**src/rtl/uart_cfg_seq.sv**
```systemverilog
//------------------------------------------------------------------------------
// Module   : uart_cfg_seq
// Purpose  : Wishbone master that programs a 16550-style UART through a fixed
//            step table (read LC, set DLAB, divisor, LC, FC, read/modify IE).
//            Detects ack timeouts and supports re-configuration on a new
//            start pulse.
// Optional : `define UART_CFG_VERIFY_EN appends two read-back steps (LC, IE)
//            whose data is compared against the programmed values.
// Ports    : clk, rstn (async, active-low)
//            start_config   - start pulse, honoured in IDLE/DONE/ERROR
//            config_done    - sequence finished cleanly (held)
//            busy           - sequence in progress
//            cfg_error      - ack timeout or read-back mismatch (held)
//            err_step       - failing step index while cfg_error is high
//            wb_*           - Wishbone master (3-bit address, 8-bit data)
// Revision : 1.0 - initial release
//------------------------------------------------------------------------------
`default_nettype none

module uart_cfg_seq #(
  parameter logic [15:0] DIVISOR     = 16'h0082,
  parameter logic [7:0]  LCR_VALUE   = 8'h03,
  parameter logic [7:0]  FCR_VALUE   = 8'h00,
  parameter logic [7:0]  IER_VALUE   = 8'h01,
  parameter int unsigned ACK_TIMEOUT = 64
) (
  input  logic       clk,
  input  logic       rstn,
  input  logic       start_config,
  output logic       config_done,
  output logic       busy,
  output logic       cfg_error,
  output logic [3:0] err_step,
  output logic [2:0] wb_address_o,
  output logic [7:0] wb_data_out_o,
  input  logic [7:0] wb_data_in_i,
  output logic       wb_we_o,
  output logic       wb_stb_o,
  output logic       wb_cyc_o,
  output logic       wb_sel_o,
  input  logic       wb_ack_i
);

  // 16550 register map
  localparam logic [2:0] UART_REG_DL1 = 3'd0;
  localparam logic [2:0] UART_REG_DL2 = 3'd1;
  localparam logic [2:0] UART_REG_IE  = 3'd1;
  localparam logic [2:0] UART_REG_FC  = 3'd2;
  localparam logic [2:0] UART_REG_LC  = 3'd3;

  localparam logic [2:0] S_IDLE  = 3'd0;
  localparam logic [2:0] S_REQ   = 3'd1;
  localparam logic [2:0] S_GAP   = 3'd2;
  localparam logic [2:0] S_DONE  = 3'd3;
  localparam logic [2:0] S_ERROR = 3'd4;

`ifdef UART_CFG_VERIFY_EN
  localparam logic [3:0] LAST_STEP = 4'd9;
`else
  localparam logic [3:0] LAST_STEP = 4'd7;
`endif

  localparam logic [7:0] LCR_MASKED = LCR_VALUE & 8'h7F;

  // Counter must be able to hold ACK_TIMEOUT itself
  localparam int         TW       = $clog2(ACK_TIMEOUT + 1);
  localparam logic [TW-1:0] TMO_LAST = TW'(ACK_TIMEOUT - 1);

  logic [2:0]    state_q, state_d;
  logic [3:0]    step_q;
  logic [TW-1:0] tmo_q;
  logic [7:0]    rd_q;
  logic [3:0]    err_step_q;

  logic [2:0]    w_adr;
  logic          w_we;
  logic [7:0]    w_dat;
  logic          w_start_ok;
  logic          w_acc_done;
  logic          w_timeout;
  logic          w_last;
  logic          w_verify_fail;

`ifdef UART_CFG_VERIFY_EN
  logic [7:0]    ie_exp_q;
  logic          mism_q;
  assign w_verify_fail = mism_q;
`else
  assign w_verify_fail = 1'b0;
`endif

  assign w_start_ok = start_config &&
                      ((state_q == S_IDLE) || (state_q == S_DONE) || (state_q == S_ERROR));
  assign w_acc_done = (state_q == S_REQ) && wb_ack_i;
  // An ack in the final allowed cycle takes priority over the timeout
  assign w_timeout  = (state_q == S_REQ) && !wb_ack_i && (tmo_q == TMO_LAST);
  assign w_last     = (step_q == LAST_STEP);

  // Step table: address, direction and write data for the current step
  always_comb begin
    w_adr = 3'd0;
    w_we  = 1'b0;
    w_dat = 8'h00;
    case (step_q)
      4'd0: begin w_adr = UART_REG_LC;  w_we = 1'b0; end
      4'd1: begin w_adr = UART_REG_LC;  w_we = 1'b1; w_dat = rd_q | 8'h80;  end
      4'd2: begin w_adr = UART_REG_DL2; w_we = 1'b1; w_dat = DIVISOR[15:8]; end
      4'd3: begin w_adr = UART_REG_DL1; w_we = 1'b1; w_dat = DIVISOR[7:0];  end
      4'd4: begin w_adr = UART_REG_LC;  w_we = 1'b1; w_dat = LCR_MASKED;    end
      4'd5: begin w_adr = UART_REG_FC;  w_we = 1'b1; w_dat = FCR_VALUE;     end
      4'd6: begin w_adr = UART_REG_IE;  w_we = 1'b0; end
      4'd7: begin w_adr = UART_REG_IE;  w_we = 1'b1; w_dat = rd_q | IER_VALUE; end
`ifdef UART_CFG_VERIFY_EN
      4'd8: begin w_adr = UART_REG_LC;  w_we = 1'b0; end
      4'd9: begin w_adr = UART_REG_IE;  w_we = 1'b0; end
`endif
      default: begin w_adr = 3'd0; w_we = 1'b0; w_dat = 8'h00; end
    endcase
  end

  // State register
  always_ff @(posedge clk or negedge rstn) begin
    if (!rstn) begin
      state_q <= S_IDLE;
    end else begin
      state_q <= state_d;
    end
  end

  // Next-state logic
  always_comb begin
    state_d = state_q;
    case (state_q)
      S_IDLE, S_DONE, S_ERROR: begin
        if (start_config) state_d = S_REQ;
      end
      S_REQ: begin
        if (wb_ack_i)       state_d = S_GAP;
        else if (w_timeout) state_d = S_ERROR;
      end
      S_GAP: begin
        if (w_verify_fail)  state_d = S_ERROR;
        else if (w_last)    state_d = S_DONE;
        else                state_d = S_REQ;
      end
      default: state_d = S_IDLE;
    endcase
  end

  // Outputs: bus signals are forced to zero whenever no strobe is active
  always_comb begin
    wb_cyc_o      = (state_q == S_REQ);
    wb_stb_o      = (state_q == S_REQ);
    wb_we_o       = (state_q == S_REQ) ? w_we  : 1'b0;
    wb_address_o  = (state_q == S_REQ) ? w_adr : 3'd0;
    wb_data_out_o = (state_q == S_REQ) ? w_dat : 8'h00;
    wb_sel_o      = 1'b1;
    busy          = (state_q == S_REQ) || (state_q == S_GAP);
    config_done   = (state_q == S_DONE);
    cfg_error     = (state_q == S_ERROR);
    err_step      = err_step_q;
  end

  // Datapath registers: step index, timeout counter, read data, error step
  always_ff @(posedge clk or negedge rstn) begin
    if (!rstn) begin
      step_q     <= 4'd0;
      tmo_q      <= '0;
      rd_q       <= 8'h00;
      err_step_q <= 4'd0;
`ifdef UART_CFG_VERIFY_EN
      ie_exp_q   <= 8'h00;
      mism_q     <= 1'b0;
`endif
    end else begin
      // Counter restarts every time REQ is entered
      if (state_q != S_REQ) begin
        tmo_q <= '0;
      end else if (!wb_ack_i) begin
        tmo_q <= tmo_q + TW'(1);
      end

      if (w_start_ok) begin
        step_q     <= 4'd0;
        rd_q       <= 8'h00;
        err_step_q <= 4'd0;
`ifdef UART_CFG_VERIFY_EN
        mism_q     <= 1'b0;
`endif
      end else begin
        if ((state_q == S_GAP) && !w_verify_fail && !w_last) begin
          step_q <= step_q + 4'd1;
        end
        if (w_acc_done && !w_we) begin
          rd_q <= wb_data_in_i;
        end
        if (w_timeout || ((state_q == S_GAP) && w_verify_fail)) begin
          err_step_q <= step_q;
        end
`ifdef UART_CFG_VERIFY_EN
        if (w_acc_done && (step_q == 4'd7)) begin
          ie_exp_q <= w_dat;
        end
        // Mismatch is latched on the read ack and acted on in the following GAP
        if (state_q == S_GAP) begin
          mism_q <= 1'b0;
        end else if (w_acc_done && (step_q == 4'd8)) begin
          mism_q <= (wb_data_in_i != LCR_MASKED);
        end else if (w_acc_done && (step_q == 4'd9)) begin
          mism_q <= (wb_data_in_i != ie_exp_q);
        end
`endif
      end
    end
  end

endmodule

`default_nettype wire

```
**config.mk**
```make
export PLATFORM = sky130hd
export DESIGN_NAME = uart_cfg_seq
export DESIGN_NICKNAME = d
export VERILOG_FILES = /design/src/rtl/uart_cfg_seq.sv
export SDC_FILE = /design/constraint.sdc
export NUM_CORES = 1
export LEC_CHECK = 0
export CORE_UTILIZATION = 35
export CTS_CLUSTER_SIZE = 25
export DETAILED_ROUTE_END_ITERATION = 6
export GPL_TIMING_DRIVEN = 0
export SYNTH_ARGS = -nofsm -noshare
export SYNTH_HDL_FRONTEND = slang
export SYNTH_SLANG_ARGS = --single-unit
export TNS_END_PERCENT = 5
```
**constraint.sdc**
```tcl
create_clock -name clk -period 3.1 [get_ports clk]
set_input_delay 0.31 -clock clk [delete_from_list [all_inputs] [get_ports clk]]
set_output_delay 0.31 -clock clk [all_outputs]
set_load 0.01 [all_outputs]
```
==> impl_metrics.yaml, run 1 <==
setup_path:
  end_kind: "output pin"
  startpoint_type: "flip-flop"
  crit_required_ns: 2.79
  regToRegSetupSlack_ns: 0.96
  criticalPathCategory: "reg -> out"
  cp_max_fo: 8
  crit_arrival_ns: 2.60
grt:
  track_usage_pct: 16.37
  grt_pass1_vias: 1254
  antenna_found_initial: 0
  grt_pass1_wl_mm: 5.733
  gr-total-overflow: 0
  grt_max_degree: 27
routing:
  drtPass1Iterations: 4
  vias_per_cell: 5.048
  drt_first_iter_violations: 76
  drc_errors: 0
  route.detailed.wl_per_inst_um: 13.36
  wl_mm: 3.313
  ant_nets: 0
  vias: 1252
layout:
  syn_to_final_growth_pct: 27.07
  n_fill_cell: 385
  drive_gt1_share_pct: 7.071
  nNetsFinal: 217
  diodes: 0
timing:
  hold_viol: 0
  worstMarginPinSlew_ns: 1.211
  holdWs_ns: 0.5064
  setup_viol: 0
  tns_ns: 0
  slew_headroom_pct: 18.98
  skew_ns: 0.001967
  fin_crit_ns: 2.909
  maxSlewViolCount: 0
  fmax_mhz: 343.7
  post-route-period-util_pct: 93.85
  rsz0062_at_grt: "no"
status:
  status: "finished clean"
placed_design:
  port_buffers: 30
  globalplace.congestion: 0.7750
  hpwl_mm: 2.439
floorplan:
  initial_core_util_pct: 37.52
  core-area_mm2: 0.004115
  rows: 23
  die_h_um: 68.42
  die_w_um: 68.42
  ios: 34
  fp.dieArea_mm2: 0.004681
logic_synthesis:
  async_flop_share_pct: 100.0
  yosysUniqueCellTypes: 38
  synth_area_per_cell_um2: 9.415
  synth_cells: 164
  ys.flop_type: "dfrtp_1"
  syn_area_mm2: 0.001544
  synth_seq_area_share_pct: 42.14
  ys_seq_elements: 26
  yosysWarningCount: 0
  synth_edf_count: 0
  syn_nets: 182
min_path:
  hp-class: "reg -> reg"
power_and_ir_drop:
  p_leak_nw: 0.8601
  vdd_ir_drop_max_uv: 214.1
  power.density_mw_per_mm2: 726.0
clock_tree:
  post-cts-setup-buffers: 0
  postCtsHoldBufs: 0
  cts_tree: "yes"
  clk_path_buf_depth: 2
  clk_latency_ns: 0.27
  cts_resized: 0
  htreeDepth: 1
  clk_pin_slew_ns: 0.09
  clock-sinks: 26
  cts_inserted_buffers: 3
  cts_root_buf: "clkbuf_8"
job:
  drv_cap: 0
report_power, final:
group	internal (mW)	switching [mW]	total, mW
clock network	0.114	0.107	0.220
registers	0.425	0.0528	0.478
logic	0.348	0.379	0.726
state kept, by name (all words and copies together) (netlist names):
name and flops:
state_q 3, rd_q 8, step_q 4, err_step 4
tmo_q 7
layer usage:
metal	track usage [%]	up-vias	share of wire (%)
li1	-	615	-
met1	21.27	603	46
met2	27.94	30	50
met3	2.333	4	3.8
met4	4.688	0	0.81
met5	0	-	0
cell usage after synthesis (5+ instances only):
| library cell | count | area share [%] |
|---|---|---|
| clkbuf_1 | 5 | 1.2 |
| ha_1 | 6 | 4.9 |
| inv_1 | 13 | 3.2 |
| dfrtp_1 | 26 | 42 |
| and2_1 | 6 | 2.4 |
| a21oi_1 | 8 | 2.6 |
| mux2i_1 | 11 | 7.1 |
| nand2_1 | 15 | 3.6 |
| nor2_1 | 20 | 4.9 |
cells by family (layout without fill, tap and decap cells):
group	after synthesis	after routing	synth area share [%]
AOI/OAI and AO/OA	27	27	11.26
xor gates and xnor gates	8	8	4.538
adders and majority gates	6	6	4.862
buffers and inverters	24	58	7.617
DFF	26	26	42.14
muxes	12	12	7.861
other	2	2	0.4864
and+or+nand+nor	59	59	21.23
final cells by class:
type | instances | area (um2) | area share (%)
plain buffers | 11 | 68.82 | 3.508
clock buffers | 4 | 55.05 | 2.806
inverters | 13 | 48.80 | 2.487
multi-input cells | 114 | 775.7 | 39.54
flip-flops and latches | 26 | 650.6 | 33.16
well taps | 50 | 62.56 | 3.189
repair buffers | 30 | 300.3 | 15.31
critical path, cell delays in order, from the launching register on:
cell and delay, ns:
dfrtp_1 0.45, ha_1 0.17, clkbuf_1 0.28, nand2_1 0.13
a211oi_1 0.55, and2_1 0.22, clkdlybuf4s50_1 0.54
final timing paths:
check                            start          endpoint  cells past startpoint
hold / removal             err_step[2]       err_step[2]                      1
hold reg to reg            err_step[2]       err_step[2]                      1
min in group asynchronous         rstn         step_q[0]                      1
max in group asynchronous         rstn          tmo_q[3]                      1
setup reg to reg             step_q[0]           rd_q[1]                      6
setup / recovery             step_q[0]  wb_data_out_o[4]                      6
cell usage in the layout, fill, tap and decap left out, types with 5 or more instances in the layout:
master | synthesis | routed
clkdlybuf4s50_1 | 0 | 30
nand2_1 | 15 | 15
ha_1 | 6 | 6
mux2i_1 | 11 | 11
nor2_1 | 20 | 20
and2_1 | 6 | 6
clkbuf_1 | 5 | 5
dfrtp_1 | 26 | 26
a21oi_1 | 8 | 8
inv_1 | 13 | 13
per-stage QoR:
| stage | total power, mW | util [%] | area, um2 | instances | worst slack, ns |
|---|---|---|---|---|---|
| after floorplan | 0.9458 | - | 1544 | 164 | 1.204 |
| after global placement | 1.194 | 46.34 | 1907 | 244 | 0.5580 |
| after CTS | 1.445 | 47.67 | 1962 | 248 | 0.2654 |
| after detailed placement | 1.218 | 46.34 | 1907 | 244 | 0.5905 |
| after global routing | 1.547 | 47.67 | 1962 | 248 | 0.02734 |
| final | 1.424 | 47.67 | 1962 | 248 | 0.1908 |
(Power assumes the default switching activity.)
==> run 2, diff against run 1 <==
Settings changed: CAP_MARGIN from default to 20.
==> run 2 against run 1 <==
Maximum frequency is 2.0% higher; clock power hardly changed; sequential cell count stayed put; worst setup slack better by 0.056 ns; register-to-register slack better by 0.03 ns; design area is 1.4% higher; final cell count is 0.40% higher; critical path type unchanged; highest routed layer unchanged.
==> impl_metrics.yaml, run 2 (synthesized netlist as in run 1, its figures left out) <==
setup_path:
  crit_required_ns: 2.79
  cpPeakStageDelay_ns: 0.54
  regToRegSetupSlack_ns: 0.99
  cp_cell_sequence: "ha_1 -> clkbuf_1 -> nand2_1 -> a211oi_1 -> and2_1 -> clkdlybuf4s50_1"
  crit_arrival_ns: 2.54
  criticalPathCategory: "reg -> out"
  startpoint_type: "flip-flop"
  cp_slowest_cell: "clkdlybuf4s50_1"
  end_kind: "output pin"
  cp_max_fo: 8
clock_tree:
  clock-sinks: 26
  clk_latency_ns: 0.27
  cts_tree: "yes"
  htreeDepth: 1
  cts_inserted_buffers: 3
  clk_path_buf_depth: 2
  post-cts-setup-buffers: 0
  postCtsHoldBufs: 0
  cts_root_buf: "clkbuf_8"
  clk_pin_slew_ns: 0.09
  cts_resized: 0
layout:
  stdcell_count: 249
  nNetsFinal: 218
  n_fill_cell: 390
  design_area_mm2: 0.001989
  final_cell_mix: "30 x clkdlybuf4s50_1, 26 x dfrtp_1, 20 x nor2_1, 15 x nand2_1, 13 x inv_1"
  syn_to_final_growth_pct: 28.85
  drive_gt1_share_pct: 7.538
  largest_register_ffs: 8
  diodes: 0
  top_regs: "rd_q: 8 flops, tmo_q: 7 flops"
  final_common_cell: "clkdlybuf4s50_1"
  top_register: "rd_q"
  post-route-util_pct: 48.34
power_and_ir_drop:
  vdd_ir_drop_max_uv: 257.3
  total_power_mw: 1.428
  combPwrFrac_pct: 51.0
  p_seq_share_pct: 33.5
  p_leak_nw: 0.8728
  p_sw_share_pct: 37.78
  power.density_mw_per_mm2: 717.8
  power_switching_mw: 0.5394
  pwr-share-clk_pct: 15.5
  p_int_mw: 0.8885
placed_design:
  hpwl_mm: 2.501
  placed_cells: 245
  dpl_cell_area_mm2: 0.001934
  pre_cts_ws_ns: 0.5634
  port_buffers: 30
  globalplace.congestion: 0.7750
routing:
  vias: 1236
  drtPass1Iterations: 4
  wl_mm: 3.287
  met1_length_mm: 1.474
  met3WireLength_um: 126
  drt_first_iter_violations: 86
  drc_errors: 0
  route.detailed.wl_per_inst_um: 13.20
  dr_wl_met2_mm: 1.648
  highest_layer: "met4"
  vias_per_cell: 4.964
  ant_nets: 0
timing:
  hold_viol: 0
  rsz0062_at_grt: "no"
  maxSlewViolCount: 0
  tns_ns: 0
  fin_crit_ns: 2.853
  setup_viol: 0
  slew_headroom_pct: 52.99
  fin_ws_ns: 0.2466
  post-route-period-util_pct: 92.04
  fmax_mhz: 350.5
  skew_ns: 0.002024
  worstMarginPinSlew_ns: 0.6999
  holdWs_ns: 0.3922
grt:
  track_usage_pct: 16.36
  grt_pass1_wl_mm: 5.623
  gr-total-overflow: 0
  grt_max_degree: 18
  grt_pass1_vias: 1265
  antenna_found_initial: 0
floorplan:
  rows: 23
  die_w_um: 68.42
  fp.dieArea_mm2: 0.004681
  ios: 34
  die_h_um: 68.42
  core-area_mm2: 0.004115
  initial_core_util_pct: 37.52
status:
  status: "finished clean"
job:
  drv_cap: 0
min_path:
  hp-class: "in -> async"
run 2: cell types whose count changed in the layout (fill, tap and decap cells not counted):
cell / before / now
buf_16: 0 / 1
run 2: path summary, 6_finish.rpt:
kind                        startpoint               end  cells after the start
max reg2reg                  step_q[0]           rd_q[5]                      6
min in group clk              wb_ack_i          tmo_q[0]                      3
min reg2reg                err_step[0]       err_step[0]                      1
min                               rstn           rd_q[0]                      1
max                          step_q[0]  wb_data_out_o[4]                      6
max in group asynchronous         rstn          tmo_q[5]                      2
run 2: final cells by class:
cell class | instances | area (um2) | share of cell area [%]
Clock buffer | 4 | 55.05 | 2.767
Inverter | 13 | 48.80 | 2.453
Timing Repair Buffer | 31 | 327.8 | 16.48
Sequential cell | 26 | 650.6 | 32.70
Tap cell | 50 | 62.56 | 3.145
Multi-Input combinational cell | 114 | 775.7 | 38.99
Buffer | 11 | 68.82 | 3.459
run 2: routing by layer:
layer  up-vias  track usage (%)
met2        26            28.06
met3         4            2.167
met4         0            6.250
met5         -                0
li1        617                -
met1       589            20.64
run 2: critical path, delay by kind of cell (launching register included):
family / cells / cell delay [ns]
buffers and inverters: 2 / 0.79
AO/OA/AOI/OAI: 1 / 0.49
flip-flops: 1 / 0.46
AND/OR/NAND/NOR: 2 / 0.35
adder cells (fa/ha/maj): 1 / 0.18
run 2: power by group through the flow:
stage	Combinational (mW)	Sequential (mW)	Clock, mW
floorplan	0.476	0.469	0
global placement	0.714	0.481	0
detailed placement	0.737	0.484	0
CTS	0.739	0.478	0.230
global route	0.814	0.492	0.246
finish	0.728	0.478	0.222
==> run 3, diff against run 2 <==
Settings changed: GPL_TIMING_DRIVEN 0 to default, SKIP_CTS_REPAIR_TIMING from default to 1.
Clock period 3.1 ns to 3.05 ns, I/O delays scaled along.
==> run 3 against run 2 <==
Global-route usage decreased by 0.33 points; sequential power increased by 8.8%; sequential share of layout area increased by 1.5 points; wire length decreased by 0.12%; first-iteration DRC count decreased by 64%; register-to-register slack got worse by 0.04 ns; core utilization decreased by 2.1 points; highest routed layer unchanged; via count decreased by 3.2%; critical endpoint is now wb_data_out_o[5]; non-clock buffer count decreased by 9; critical path depth unchanged.
==> impl_metrics.yaml, run 3 (synthesized netlist as in run 1, its figures left out) <==
setup_path:
  crit_arrival_ns: 2.48
  cpPeakStageDelay_ns: 0.53
  end_kind: "output pin"
  startpoint_type: "flip-flop"
  cp_cell_sequence: "inv_1 -> ha_1 -> nand2b_1 -> a211oi_1 -> and2_1 -> clkdlybuf4s50_1"
  cp_slowest_cell: "a211oi_1"
  cp_max_fo: 6
  crit_required_ns: 2.74
  criticalPathCategory: "reg -> out"
routing:
  vias: 1197
  drtPass1Iterations: 4
  drc_errors: 0
  wl_mm: 3.283
  route.detailed.wl_per_inst_um: 13.74
  ant_nets: 0
  vias_per_cell: 5.008
  drt_first_iter_violations: 31
layout:
  n_fill_cell: 396
  drive_gt1_share_pct: 4.762
  design_area_mm2: 0.001904
  multiInputGateArea_um2: 775.7
  final_cell_mix: "31 x clkdlybuf4s50_1, 26 x dfrtp_1, 20 x nor2_1, 15 x nand2_1, 13 x inv_1"
  nNetsFinal: 209
  post-route-util_pct: 46.28
  regArea_um2: 650.6
  top_register: "rd_q"
  largest_register_ffs: 8
  top_regs: "rd_q: 8 flops, tmo_q: 7 flops"
  stdcell_count: 239
  syn_to_final_growth_pct: 23.34
  final_common_cell: "clkdlybuf4s50_1"
  diodes: 0
power_and_ir_drop:
  vdd_ir_drop_max_uv: 310.6
  power.density_mw_per_mm2: 723.4
  p_leak_nw: 0.8296
placed_design:
  hpwl_mm: 2.470
  placed_cells: 236
  dpl_cell_area_mm2: 0.001863
  globalplace.congestion: 0.8250
  port_buffers: 31
clock_tree:
  clk_latency_ns: 0.27
  cts_inserted_buffers: 3
  clk_pin_slew_ns: 0.08
  cts_tree: "yes"
  clock-sinks: 26
  htreeDepth: 1
  clk_path_buf_depth: 2
  cts_root_buf: "clkbuf_8"
grt:
  track_usage_pct: 16.03
  gr-total-overflow: 0
  grt_pass1_vias: 1204
  antenna_found_initial: 0
  grt_pass1_wl_mm: 5.485
  grt_max_degree: 27
timing:
  tns_ns: 0
  setup_viol: 0
  fin_crit_ns: 2.788
  worstMarginPinSlew_ns: 0.6809
  slew_headroom_pct: 54.27
  fmax_mhz: 358.7
  rsz0062_at_grt: "no"
  skew_ns: 0.001759
  hold_viol: 0
  post-route-period-util_pct: 91.41
  maxSlewViolCount: 0
floorplan:
  ios: 34
  initial_core_util_pct: 37.52
  fp.dieArea_mm2: 0.004681
  core-area_mm2: 0.004115
  rows: 23
  die_h_um: 68.42
  die_w_um: 68.42
job:
  drv_cap: 0
min_path:
  hp-class: "in -> async"
status:
  status: "finished clean"
-- run 3: cell types whose count changed in the layout (fill, tap and decap cells not counted), sizes merged --
cell,before,now
buf,7,2
clkbuf,9,3
clkdlybuf4s50,30,31
-- run 3: worst paths after layout --
check / start / cells after the start / slack, ns / endpoint
worst max-delay path: step_q[1] / 6 / 0.26 / wb_data_out_o[5]
worst min-delay path: rstn / 2 / 0.40 / rd_q[6]
worst max register to register: step_q[0] / 6 / 0.95 / rd_q[3]
worst min register to register: err_step[1] / 1 / 0.50 / err_step[1]
max in group asynchronous: rstn / 2 / 2.40 / state_q[2]
min in group clk: err_step[1] / 1 / 0.50 / err_step[1]
-- run 3: critical path: cells and delay by family, from the launching register on --
| kind | cells | cell delay (ns) |
|---|---|---|
| adder cells (fa/ha/maj) | 1 | 0.21 |
| flip-flops | 1 | 0.45 |
| AO/OA/AOI/OAI | 1 | 0.53 |
| buffers and inverters | 2 | 0.65 |
| AND/OR/NAND/NOR | 2 | 0.37 |
-- run 3: power breakdown --
part | internal (mW) | switching (mW) | leakage, nW
registers | 0.432 | 0.0886 | 0.349
logic | 0.321 | 0.345 | 0.459
clock network | 0.0886 | 0.103 | 0.0216
-- run 3: area by class of cell --
cell class	count	share of cell area, %
multi-input cells	114	40.74
flip-flops and latches	26	34.17
repair buffers	33	17.08
well taps	50	3.285
inverters	13	2.562
clock buffers	3	2.168
-- run 3: metrics by stage --
step | power (mW) | worst slack [ns] | hold WS [ns]
3_3_place_gp | 1.173 | 0.6057 | 0.4848
3_5_place_dp | 1.196 | 0.5740 | 0.4804
5_1_grt | 1.483 | 0.04118 | 0.4422
2_1_floorplan | 0.9613 | 1.159 | 0.009409
6_report | 1.378 | 0.2620 | 0.4000
4_1_cts | 1.391 | 0.2521 | 0.4059
-- run 3: per-layer routing --
layer / GRT usage (%) / vias up / wire length (um)
li1: - / 598 / -
met1: 19.86 / 555 / 1522
met2: 27.45 / 39 / 1552
met3: 2.333 / 5 / 152
met4: 6.771 / 0 / 55
met5: 0 / - / 0
